--- src/rtl/player_pkg.sv ---
// Shared definitions for the player action controller: state encodings,
// default frame timings and the frame-counter width helper.
package player_pkg;

  typedef enum logic [2:0] {
    ST_IDLE        = 3'd0,
    ST_MOVE        = 3'd1,
    ST_ATK_STARTUP = 3'd2,
    ST_ATK_ACTIVE  = 3'd3,
    ST_ATK_RECOVER = 3'd4,
    ST_HITSTUN     = 3'd5,
    ST_KO          = 3'd6
  } state_e;

  localparam int unsigned DEF_STARTUP_FRAMES = 4;
  localparam int unsigned DEF_ACTIVE_FRAMES  = 3;
  localparam int unsigned DEF_RECOVER_FRAMES = 8;
  localparam int unsigned DEF_HITSTUN_FRAMES = 12;
  localparam int unsigned DEF_BUFFER_FRAMES  = 6;

  // Width able to hold N-1 for the largest of the given frame counts.
  function automatic int unsigned cnt_width(input int unsigned a, input int unsigned b,
                                            input int unsigned c, input int unsigned d,
                                            input int unsigned e);
    int unsigned m;
    m = a;
    if (b > m) m = b;
    if (c > m) m = c;
    if (d > m) m = d;
    if (e > m) m = e;
    return (m < 2) ? 1 : $clog2(m);
  endfunction

endpackage

--- src/rtl/player_action_ctrl_frame_timer.sv ---
// Loadable frame counter: clears on load, otherwise counts up on each
// enabled cycle and saturates at last_i, which raises done_o.
module frame_timer #(
  parameter int unsigned WIDTH = 4
) (
  input  logic             clk,
  input  logic             reset,
  input  logic             en_i,
  input  logic             load_i,
  input  logic [WIDTH-1:0] last_i,
  output logic             done_o
);

  logic [WIDTH-1:0] cnt_q;

  assign done_o = (cnt_q == last_i);

  always_ff @(posedge clk or posedge reset) begin
    if (reset) begin
      cnt_q <= '0;
    end else if (en_i) begin
      if (load_i)       cnt_q <= '0;
      else if (!done_o) cnt_q <= cnt_q + 1'b1;
    end
  end

endmodule

--- src/rtl/player_action_ctrl.sv ---
// Player action FSM: movement gating, timed attack phases, hitstun and KO.
// Define ATTACK_BUFFER_EN to keep attack presses made while airborne or recovering.
module player_action_ctrl
  import player_pkg::*;
#(
  parameter int unsigned STARTUP_FRAMES = DEF_STARTUP_FRAMES,
  parameter int unsigned ACTIVE_FRAMES  = DEF_ACTIVE_FRAMES,
  parameter int unsigned RECOVER_FRAMES = DEF_RECOVER_FRAMES,
  parameter int unsigned HITSTUN_FRAMES = DEF_HITSTUN_FRAMES,
  parameter int unsigned BUFFER_FRAMES  = DEF_BUFFER_FRAMES
) (
  input  logic       clk,
  input  logic       reset,
  input  logic       scen,
  input  logic       btn_left,
  input  logic       btn_right,
  input  logic       btn_jump,
  input  logic       btn_attack,
  input  logic       jump_active,
  input  logic       hit_taken,
  input  logic       hp_zero,
  output logic       move_enable,
  output logic       move_left,
  output logic       move_right,
  output logic       jump,
  output logic       attack_active,
  output logic [2:0] state,
  output logic       busy
);

  localparam int unsigned CW = cnt_width(STARTUP_FRAMES, ACTIVE_FRAMES, RECOVER_FRAMES,
                                         HITSTUN_FRAMES, BUFFER_FRAMES);
  localparam logic [CW-1:0] STARTUP_LAST = CW'(STARTUP_FRAMES - 1);
  localparam logic [CW-1:0] ACTIVE_LAST  = CW'(ACTIVE_FRAMES - 1);
  localparam logic [CW-1:0] RECOVER_LAST = CW'(RECOVER_FRAMES - 1);
  localparam logic [CW-1:0] HITSTUN_LAST = CW'(HITSTUN_FRAMES - 1);

  state_e        state_q, state_d;
  logic          atk_prev_q;
  logic          move_enable_q, move_left_q, move_right_q, jump_q, attack_active_q, busy_q;
  logic          press, free, free_d, start_atk, buf_fire;
  logic          cnt_load, cnt_done;
  logic [CW-1:0] cnt_last;

  assign press     = btn_attack & ~atk_prev_q;
  assign free      = (state_q == ST_IDLE) || (state_q == ST_MOVE);
  assign free_d    = (state_d == ST_IDLE) || (state_d == ST_MOVE);
  assign start_atk = free && !jump_active && (press || buf_fire);

  always_comb begin
    cnt_last = '0;
    case (state_q)
      ST_ATK_STARTUP: cnt_last = STARTUP_LAST;
      ST_ATK_ACTIVE:  cnt_last = ACTIVE_LAST;
      ST_ATK_RECOVER: cnt_last = RECOVER_LAST;
      ST_HITSTUN:     cnt_last = HITSTUN_LAST;
      default:        cnt_last = '0;
    endcase
  end

  frame_timer #(.WIDTH(CW)) u_frame_timer (
    .clk    (clk),
    .reset  (reset),
    .en_i   (scen),
    .load_i (cnt_load),
    .last_i (cnt_last),
    .done_o (cnt_done)
  );

  // The counter restarts on every transition (including HITSTUN re-entry) and
  // only counts while a timed state is held.
  always_comb begin
    state_d  = state_q;
    cnt_load = 1'b1;
    if (state_q == ST_KO) begin
      state_d = ST_KO;
    end else if (hp_zero) begin
      state_d = ST_KO;
    end else if (hit_taken) begin
      state_d = ST_HITSTUN;
    end else begin
      case (state_q)
        ST_IDLE, ST_MOVE: begin
          if (start_atk)                  state_d = ST_ATK_STARTUP;
          else if (btn_left ^ btn_right)  state_d = ST_MOVE;
          else                            state_d = ST_IDLE;
        end
        ST_ATK_STARTUP: begin
          if (cnt_done) state_d = ST_ATK_ACTIVE;
          else          cnt_load = 1'b0;
        end
        ST_ATK_ACTIVE: begin
          if (cnt_done) state_d = ST_ATK_RECOVER;
          else          cnt_load = 1'b0;
        end
        ST_ATK_RECOVER, ST_HITSTUN: begin
          if (cnt_done) state_d = ST_IDLE;
          else          cnt_load = 1'b0;
        end
        default: state_d = ST_IDLE;
      endcase
    end
  end

`ifdef ATTACK_BUFFER_EN
  localparam logic [CW-1:0] BUF_LAST = CW'(BUFFER_FRAMES - 1);

  logic buf_valid_q, buf_latch, buf_done;

  assign buf_latch = press && ((free && jump_active) || (state_q == ST_ATK_RECOVER));
  assign buf_fire  = buf_valid_q;

  frame_timer #(.WIDTH(CW)) u_buf_timer (
    .clk    (clk),
    .reset  (reset),
    .en_i   (scen & (buf_valid_q | buf_latch)),
    .load_i (buf_latch),
    .last_i (BUF_LAST),
    .done_o (buf_done)
  );

  always_ff @(posedge clk or posedge reset) begin
    if (reset) begin
      buf_valid_q <= 1'b0;
    end else if (scen) begin
      if (hp_zero || hit_taken)        buf_valid_q <= 1'b0;
      else if (buf_latch)              buf_valid_q <= 1'b1;
      else if (start_atk)              buf_valid_q <= 1'b0;
      else if (buf_valid_q && buf_done) buf_valid_q <= 1'b0;
    end
  end
`else
  assign buf_fire = 1'b0;
`endif

  always_ff @(posedge clk or posedge reset) begin
    if (reset) begin
      state_q         <= ST_IDLE;
      atk_prev_q      <= 1'b0;
      move_enable_q   <= 1'b0;
      move_left_q     <= 1'b0;
      move_right_q    <= 1'b0;
      jump_q          <= 1'b0;
      attack_active_q <= 1'b0;
      busy_q          <= 1'b0;
    end else if (scen) begin
      state_q         <= state_d;
      atk_prev_q      <= btn_attack;
      move_enable_q   <= free_d | jump_active;
      move_left_q     <= free_d & btn_left;
      move_right_q    <= free_d & btn_right;
      jump_q          <= free_d & btn_jump;
      attack_active_q <= (state_d == ST_ATK_ACTIVE);
      busy_q          <= ~free_d;
    end
  end

  assign state         = state_q;
  assign move_enable   = move_enable_q;
  assign move_left     = move_left_q;
  assign move_right    = move_right_q;
  assign jump          = jump_q;
  assign attack_active = attack_active_q;
  assign busy          = busy_q;

endmodule

--- config.mk ---
export PLATFORM = sky130hd
export DESIGN_NAME = player_action_ctrl
export DESIGN_NICKNAME = d
export VERILOG_FILES = /design/src/rtl/player_pkg.sv /design/src/rtl/player_action_ctrl_frame_timer.sv /design/src/rtl/player_action_ctrl.sv
export SDC_FILE = /design/constraint.sdc
export NUM_CORES = 1
export LEC_CHECK = 0
export CELL_PAD_IN_SITES_DETAIL_PLACEMENT = 1
export CELL_PAD_IN_SITES_GLOBAL_PLACEMENT = 2
export CORE_AREA = 2 2 57 59
export CTS_BUF_LIST = sky130_fd_sc_hd__clkbuf_4 sky130_fd_sc_hd__clkbuf_8 sky130_fd_sc_hd__clkbuf_16
export DETAILED_ROUTE_END_ITERATION = 6
export DIE_AREA = 0 0 59 61
export PLACE_DENSITY_LB_ADDON = 0.25
export SLEW_MARGIN = 20
export SYNTH_ARGS = -nofsm -noshare
export SYNTH_HDL_FRONTEND = slang
export SYNTH_HIERARCHICAL = 1
export SYNTH_SLANG_ARGS = --single-unit
--- constraint.sdc ---
create_clock -name clk -period 2.67 [get_ports clk]
set_input_delay 0.534 -clock clk [delete_from_list [all_inputs] [get_ports clk]]
set_output_delay 0.534 -clock clk [all_outputs]
set_load 0.02 [all_outputs]
Word level (Yosys, flattened, before mapping)

Cells that the tools add are included.

Input port bits: 10
Logic and storage cells: 56
Bits in registers: 14

Multiplexer cells: 17
Bitwise operators: 8
Reductions and logical operators: 11
Equal/unequal tests: 10
Add/subtract/negate cells: 1

Operators by type and width:

| kind                                                             | number |
|---|---|
| 3-bit 2-to-1 mux                                                 | 6 |
| 4-bit case mux with 4 select lines                               | 1 |
| 3-bit case mux with 4 select lines                               | 1 |
| 3-bit by 2-bit == test with 1-bit output (second input constant) | 3 |
| 3-bit == test (second input constant)                            | 3 |
| 4-bit 2-to-1 mux                                                 | 2 |
| 3-bit by 1-bit == test with 1-bit output (second input constant) | 2 |
| 3-bit logical NOT                                                | 2 |
| 1-bit 2-to-1 mux                                                 | 6 |
| 4-bit by 1-bit adder with 4-bit output (second input constant)   | 1 |
| 1-bit bitwise AND                                                | 4 |
| 4-bit == test                                                    | 1 |
| 2-bit OR reduction                                               | 2 |
| 4-bit OR reduction                                               | 1 |
| 1-bit logical AND                                                | 2 |
| 1-bit logical OR                                                 | 2 |
| 2-bit 2-to-1 mux                                                 | 1 |
| 2-bit != test (second input constant)                            | 1 |
| 1-bit inverter                                                   | 2 |
| 2-bit AND reduction                                              | 1 |
| 1-bit logical NOT                                                | 1 |
| 1-bit bitwise OR                                                 | 1 |
| 1-bit bitwise XOR                                                | 1 |

Depth between registers and ports, before layout

Gate-level depths: netlist of the first run.

Depth in word-level cells: 12
Gate-level depth with buffers: 11
Depth with buffers taken out: 10

By module

The synthesis of the first run kept the hierarchy.

By module, submodules not included:

| module             | cells each | area each (um2) | instances |
|---|---|---|---|
| player_action_ctrl | 61         | 561.8           | 1 |
| frame_timer        | 26         | 271.5           | 1 |

Least setup slack after synthesis of the first run

No wires, ideal clock.

Path kind: register -> register
Start point: reg state_q[2], in the netlist state[2]
End point: reg attack_active_q, in the netlist attack_active
Clock period less this slack: 2.234 ns
Path slack: 0.436 ns
Cell stages (with the launch flop): 11
Arrival: 2.112 ns
Buffers on the path: 1
Setup time: 0.122 ns
Data required time: 2.548 ns
Cell sequence: dfrtp_1 -> buf_4 -> nor3b_1 -> nand2b_1 -> xnor2_1 -> nand4_2 -> inv_1 -> nand2_1 -> a22oi_1 -> nand2_1 -> a32o_1

Elaborated cells on any way between the ends: 23
Those cells by class: 8 x eq/ne; 9 x mux; 6 x reduce/logical

RTL lines:

| item                                                                      | line                                                                         | text |
|---|---|---|
| start: declaration                                                        | player_action_ctrl.sv:38                                                     | `state_e state_q, state_d;` |
| start signal: assignment                                                  | player_action_ctrl.sv:147                                                    | `state_q <= state_d;` |
| 3-bit == test or 3-bit by 2-bit == test with 1-bit output (tied branches) | player_action_ctrl.sv:52                                                     | `case (state_q)` |
| 4-bit case mux with 4 select lines *                                      | player_action_ctrl.sv:52                                                     |  |
| via cnt_last[0]                                                           | player_action_ctrl.sv:43                                                     | `logic [CW-1:0] cnt_last;` |
| 4-bit == test *                                                           | player_action_ctrl_frame_timer.sv:16                                         | `assign done_o = (cnt_q == last_i);` |
| via cnt_done                                                              | player_action_ctrl.sv:42                                                     | `logic cnt_load, cnt_done;` |
| 3-bit 2-to-1 mux (on tied branches)                                       | player_action_ctrl.sv:97, player_action_ctrl.sv:89, player_action_ctrl.sv:93 |  |
| 3-bit case mux with 4 select lines *                                      | player_action_ctrl.sv:82                                                     | `case (state_q)` |
| 3-bit 2-to-1 mux *                                                        | player_action_ctrl.sv:79                                                     | `end else if (hit_taken) begin` |
| 3-bit 2-to-1 mux *                                                        | player_action_ctrl.sv:77                                                     | `end else if (hp_zero) begin` |
| 3-bit 2-to-1 mux *                                                        | player_action_ctrl.sv:75                                                     | `if (state_q == ST_KO) begin` |
| 3-bit by 2-bit == test with 1-bit output *                                | player_action_ctrl.sv:153                                                    | `attack_active_q <= (state_d == ST_ATK_ACTIVE);` |
| end signal: assignment                                                    | player_action_ctrl.sv:153                                                    |  |
| end: declaration                                                          | player_action_ctrl.sv:40                                                     | `logic move_enable_q, move_left_q, move_right_q, jump_q, attack_active_q, busy_q;` |

Mark *: on every way through the listed nets, which the timed path passes. The rest lies on a longest branch.
A chain may end at the register's enable or synchronous reset.

Final worst setup path of the first run

Start point: reg state_q[0], in the netlist state[0]
End point: reg attack_active_q, in the netlist attack_active

Same word-level chain as after synthesis.

==> run_results.csv, run 1 <==
group,metric,value,unit
finish,final_nets,120,
finish,final_area,1090,µm²
place,place_area,1050,µm²
floorplanning,start_util,0.282,
floorplanning,rows,20,
yosys,ys_seq_elements,14,
routing,met3_length,57,µm
yosys,syn_nets,98,
yosys,yosys_warnings,6,
setup_path,cp-end-kind,"flip-flop",
setup_path,cp-startpoint,"state[0]",
yosys,syn_avg_cell_area,9.58,µm²
power,p_clk_frac,0.269,
run_status,outcome,"completed",
timing,worstMarginPinSlew,0.452,ns
power,intPower,0.384,mW
timing,hold_viol_final,0,
finish,layout-drive-gt1-share,0.120,
run,drv_cap,0,
routing,vias_per_cell,5.14,
cts,cts-root-buf,"clkbuf_4",
timing,period_needed,2.34,ns
cts,clk_latency,0.28,ns
routing,highest_layer,"met4",
cts,cts_setup_buffers,0,
cts,htreeDepth,1,
floorplanning,ioPinCount,19,
yosys,synth-edff-count,0,
setup_path,r2r_start,"state[0]",
setup_path,crit_fanout,8,
timing,rsz0062_at_grt,"false",
timing,max_slew_margin,0.698,
yosys,syn_area,833,µm²
grt,grt_overflow,0,
cts,path_clk_slew,0.09,ns
routing,wl_met2,993,µm
power,ir_drop,0.212,mV
setup_path,critical_path_class,"reg2reg",
routing,post_drt_wl_per_cell,14.7,µm
cts,cts-hold-fix-buffers,0,
routing,drtIter0Drc,12,
grt,antenna_found_initial,0,
cts,clock_path_buffers,2,
grt,grt_pass1_vias,689,
timing,slew_viol_final,0,
power,p_leak,0.459,nW
setup_path,critPathRequiredTime,2.84,ns
cts,numCtsBuffers,3,
yosys,async_flop_share,1.00,
timing,fmax,427,MHz
yosys,synth_area_leaders,"dfrtp_1 42%, xnor2_1 5.3%, inv_1 3.6%",
power,switching_share,0.331,
yosys,synth_top_area_frac,0.420,
routing,vias,725,
power,switching_power,0.190,mW
setup_path,crit_arrival,2.52,ns
power,pwr-share-comb,0.308,
floorplanning,core_area,2950,µm²
routing,drt_first_pass_iters,4,
yosys,synth_cells,87,
yosys,ys_types,35,
place,dpl.hpwl,1.62,mm
routing,drt_wl_total,2.07,mm
yosys,synthFlopType,"dfrtp_1",
timing,fin_tns_setup,0,ns
timing,fin_crit_sh,0.878,
routing,wl_met1,998,µm
floorplanning,die-area,3600,µm²
cts,clkSinkCount,14,
floorplanning,die_x,59,µm
power,power_density,526,nW/µm²
grt,grt_usage,0.127,
grt,grt_start_max_net_pins,12,
setup_path,cp-start-kind,"flip-flop",
timing,setup_slack,0.327,ns
place,io_buffer_count,18,
timing,setup_viol_count_final,0,
power,power_frac_seq,0.423,
place,pre_cts_slack,0.203,ns
finish,syn_to_final_growth,30.8,%
routing,drc,0,
finish,n_antenna_cell,0,
timing,fin_worst_skew,0.00202,ns
floorplanning,die_h,61,µm
yosys,yosysTopAreaCell,"dfrtp_1",
grt,grt_pass1_wl,3.34,mm
finish,final_util,0.369,
cts,cts_tree,"done",
min_path,hold_class,"in2async",
place,gp_congestion,0.769,
routing,postRouteAntennaNets,0,
yosys,ys_seq_area_frac,0.420,
[timing repair]
| item | 4_1_cts | 5_1_grt |
|---|---|---|
| endpoints found under the setup margin | 0 | 5 |
| resized for setup | 0 | 2 |
| hold endpoints to repair | 0 | 0 |
[power groups by stage]
stage / Sequential (mW) / Clock (mW) / Combinational, mW
finish: 0.242 / 0.155 / 0.177
global placement: 0.246 / 0 / 0.175
detailed placement: 0.246 / 0 / 0.177
floorplan: 0.254 / 0 / 0.106
CTS: 0.242 / 0.162 / 0.178
global route: 0.245 / 0.170 / 0.198
[layout make-up]
cell class	instances	area (µm²)
Tap cell	33	41.3
Clock buffer	4	36.3
Sequential cell	14	352
Fill cell	355	1860
Inverter	8	30.0
Multi-Input combinational cell	62	435
Timing Repair Buffer	20	195
[logic make-up after synthesis]
kind of cell | Yosys count | synth area share
mux | 1 | 0.0135
fa+ha+maj | 1 | 0.0150
flops | 14 | 0.420
compound gates | 22 | 0.206
xor+xnor | 6 | 0.0631
simple gates | 32 | 0.219
buf+inv | 11 | 0.0631
[worst paths after layout]
check	to	slack, ns	cells after the start
min in group clk	move_right	0.50	1
worst max-delay path	attack_active	0.33	9
max in group asynchronous	state[1]	1.80	2
worst max register to register	attack_active	0.33	9
worst min register to register	move_right	0.50	1
worst min-delay path	u_frame_timer/cnt_q[0]	0.47	2
[synth_stat cells (all sizes together) (3+ instances only)]
| cell | number |
|---|---|
| nand2 | 5 |
| dfrtp | 14 |
| a31oi | 4 |
| a21o | 3 |
| nor2 | 8 |
| nor3b | 4 |
| o2bb2ai | 3 |
| xnor2 | 5 |
| nand4 | 3 |
| inv | 8 |
[worst max-delay path: stages (launching register included)]
cell,delay [ns]
dfrtp_1,0.48
nor3b_1,0.29
nand2b_1,0.16
xnor2_1,0.13
nand4_2,0.24
inv_1,0.22
and3b_1,0.19
o21ai_0,0.10
and2_1,0.20
a32o_1,0.23
[through the flow]
stage	hold slack, ns	power, mW	std cells
after floorplan	0.300	0.360	87
after global placement	0.484	0.421	137
after detailed placement	0.473	0.423	137
after CTS	0.478	0.581	141
after global routing	0.494	0.612	141
final	0.467	0.574	141
[layer usage]
layer / global-route usage / vias up
li1: - / 359
met3: 0.0320 / 2
met4: 0.0390 / 0
met5: 0 / -
met2: 0.210 / 13
met1: 0.165 / 351
[state kept, by name (all words and copies together) (netlist names)]
signal               count
u_frame_timer/cnt_q      4
state                    3
atk_prev_q               1
attack_active            1
busy                     1
jump                     1
move_enable              1
move_left                1
move_right               1
[cells in the final DEF (no fill, tap or decap), types with 2 or more instances in the layout]
master and instances:
a31oi_1 4, nand4_1 2, nor2_1 8, nor2b_1 2
nand3_1 2, dfrtp_1 13, nor3b_1 4, o21ai_0 2
clkbuf_4 3, a32o_1 2, inv_1 8, nand2b_1 2
nand2_1 5, a211o_1 2, o2bb2ai_1 3, xnor2_1 5
buf_4 2, clkdlybuf4s50_1 18, a21o_1 3
Power figures use the tool's default switching activity.
==> run 2: changes to the inputs <==
- TNS_END_PERCENT: not set -> 1
==> results of run 2 <==
No change in the layout: final DEF, timing and power equal those of run 1.
==> run 3: changes to the inputs <==
- SKIP_CTS_REPAIR_TIMING: not set -> 1
==> results of run 3 <==
No change in the layout: final DEF, timing and power equal those of run 1.
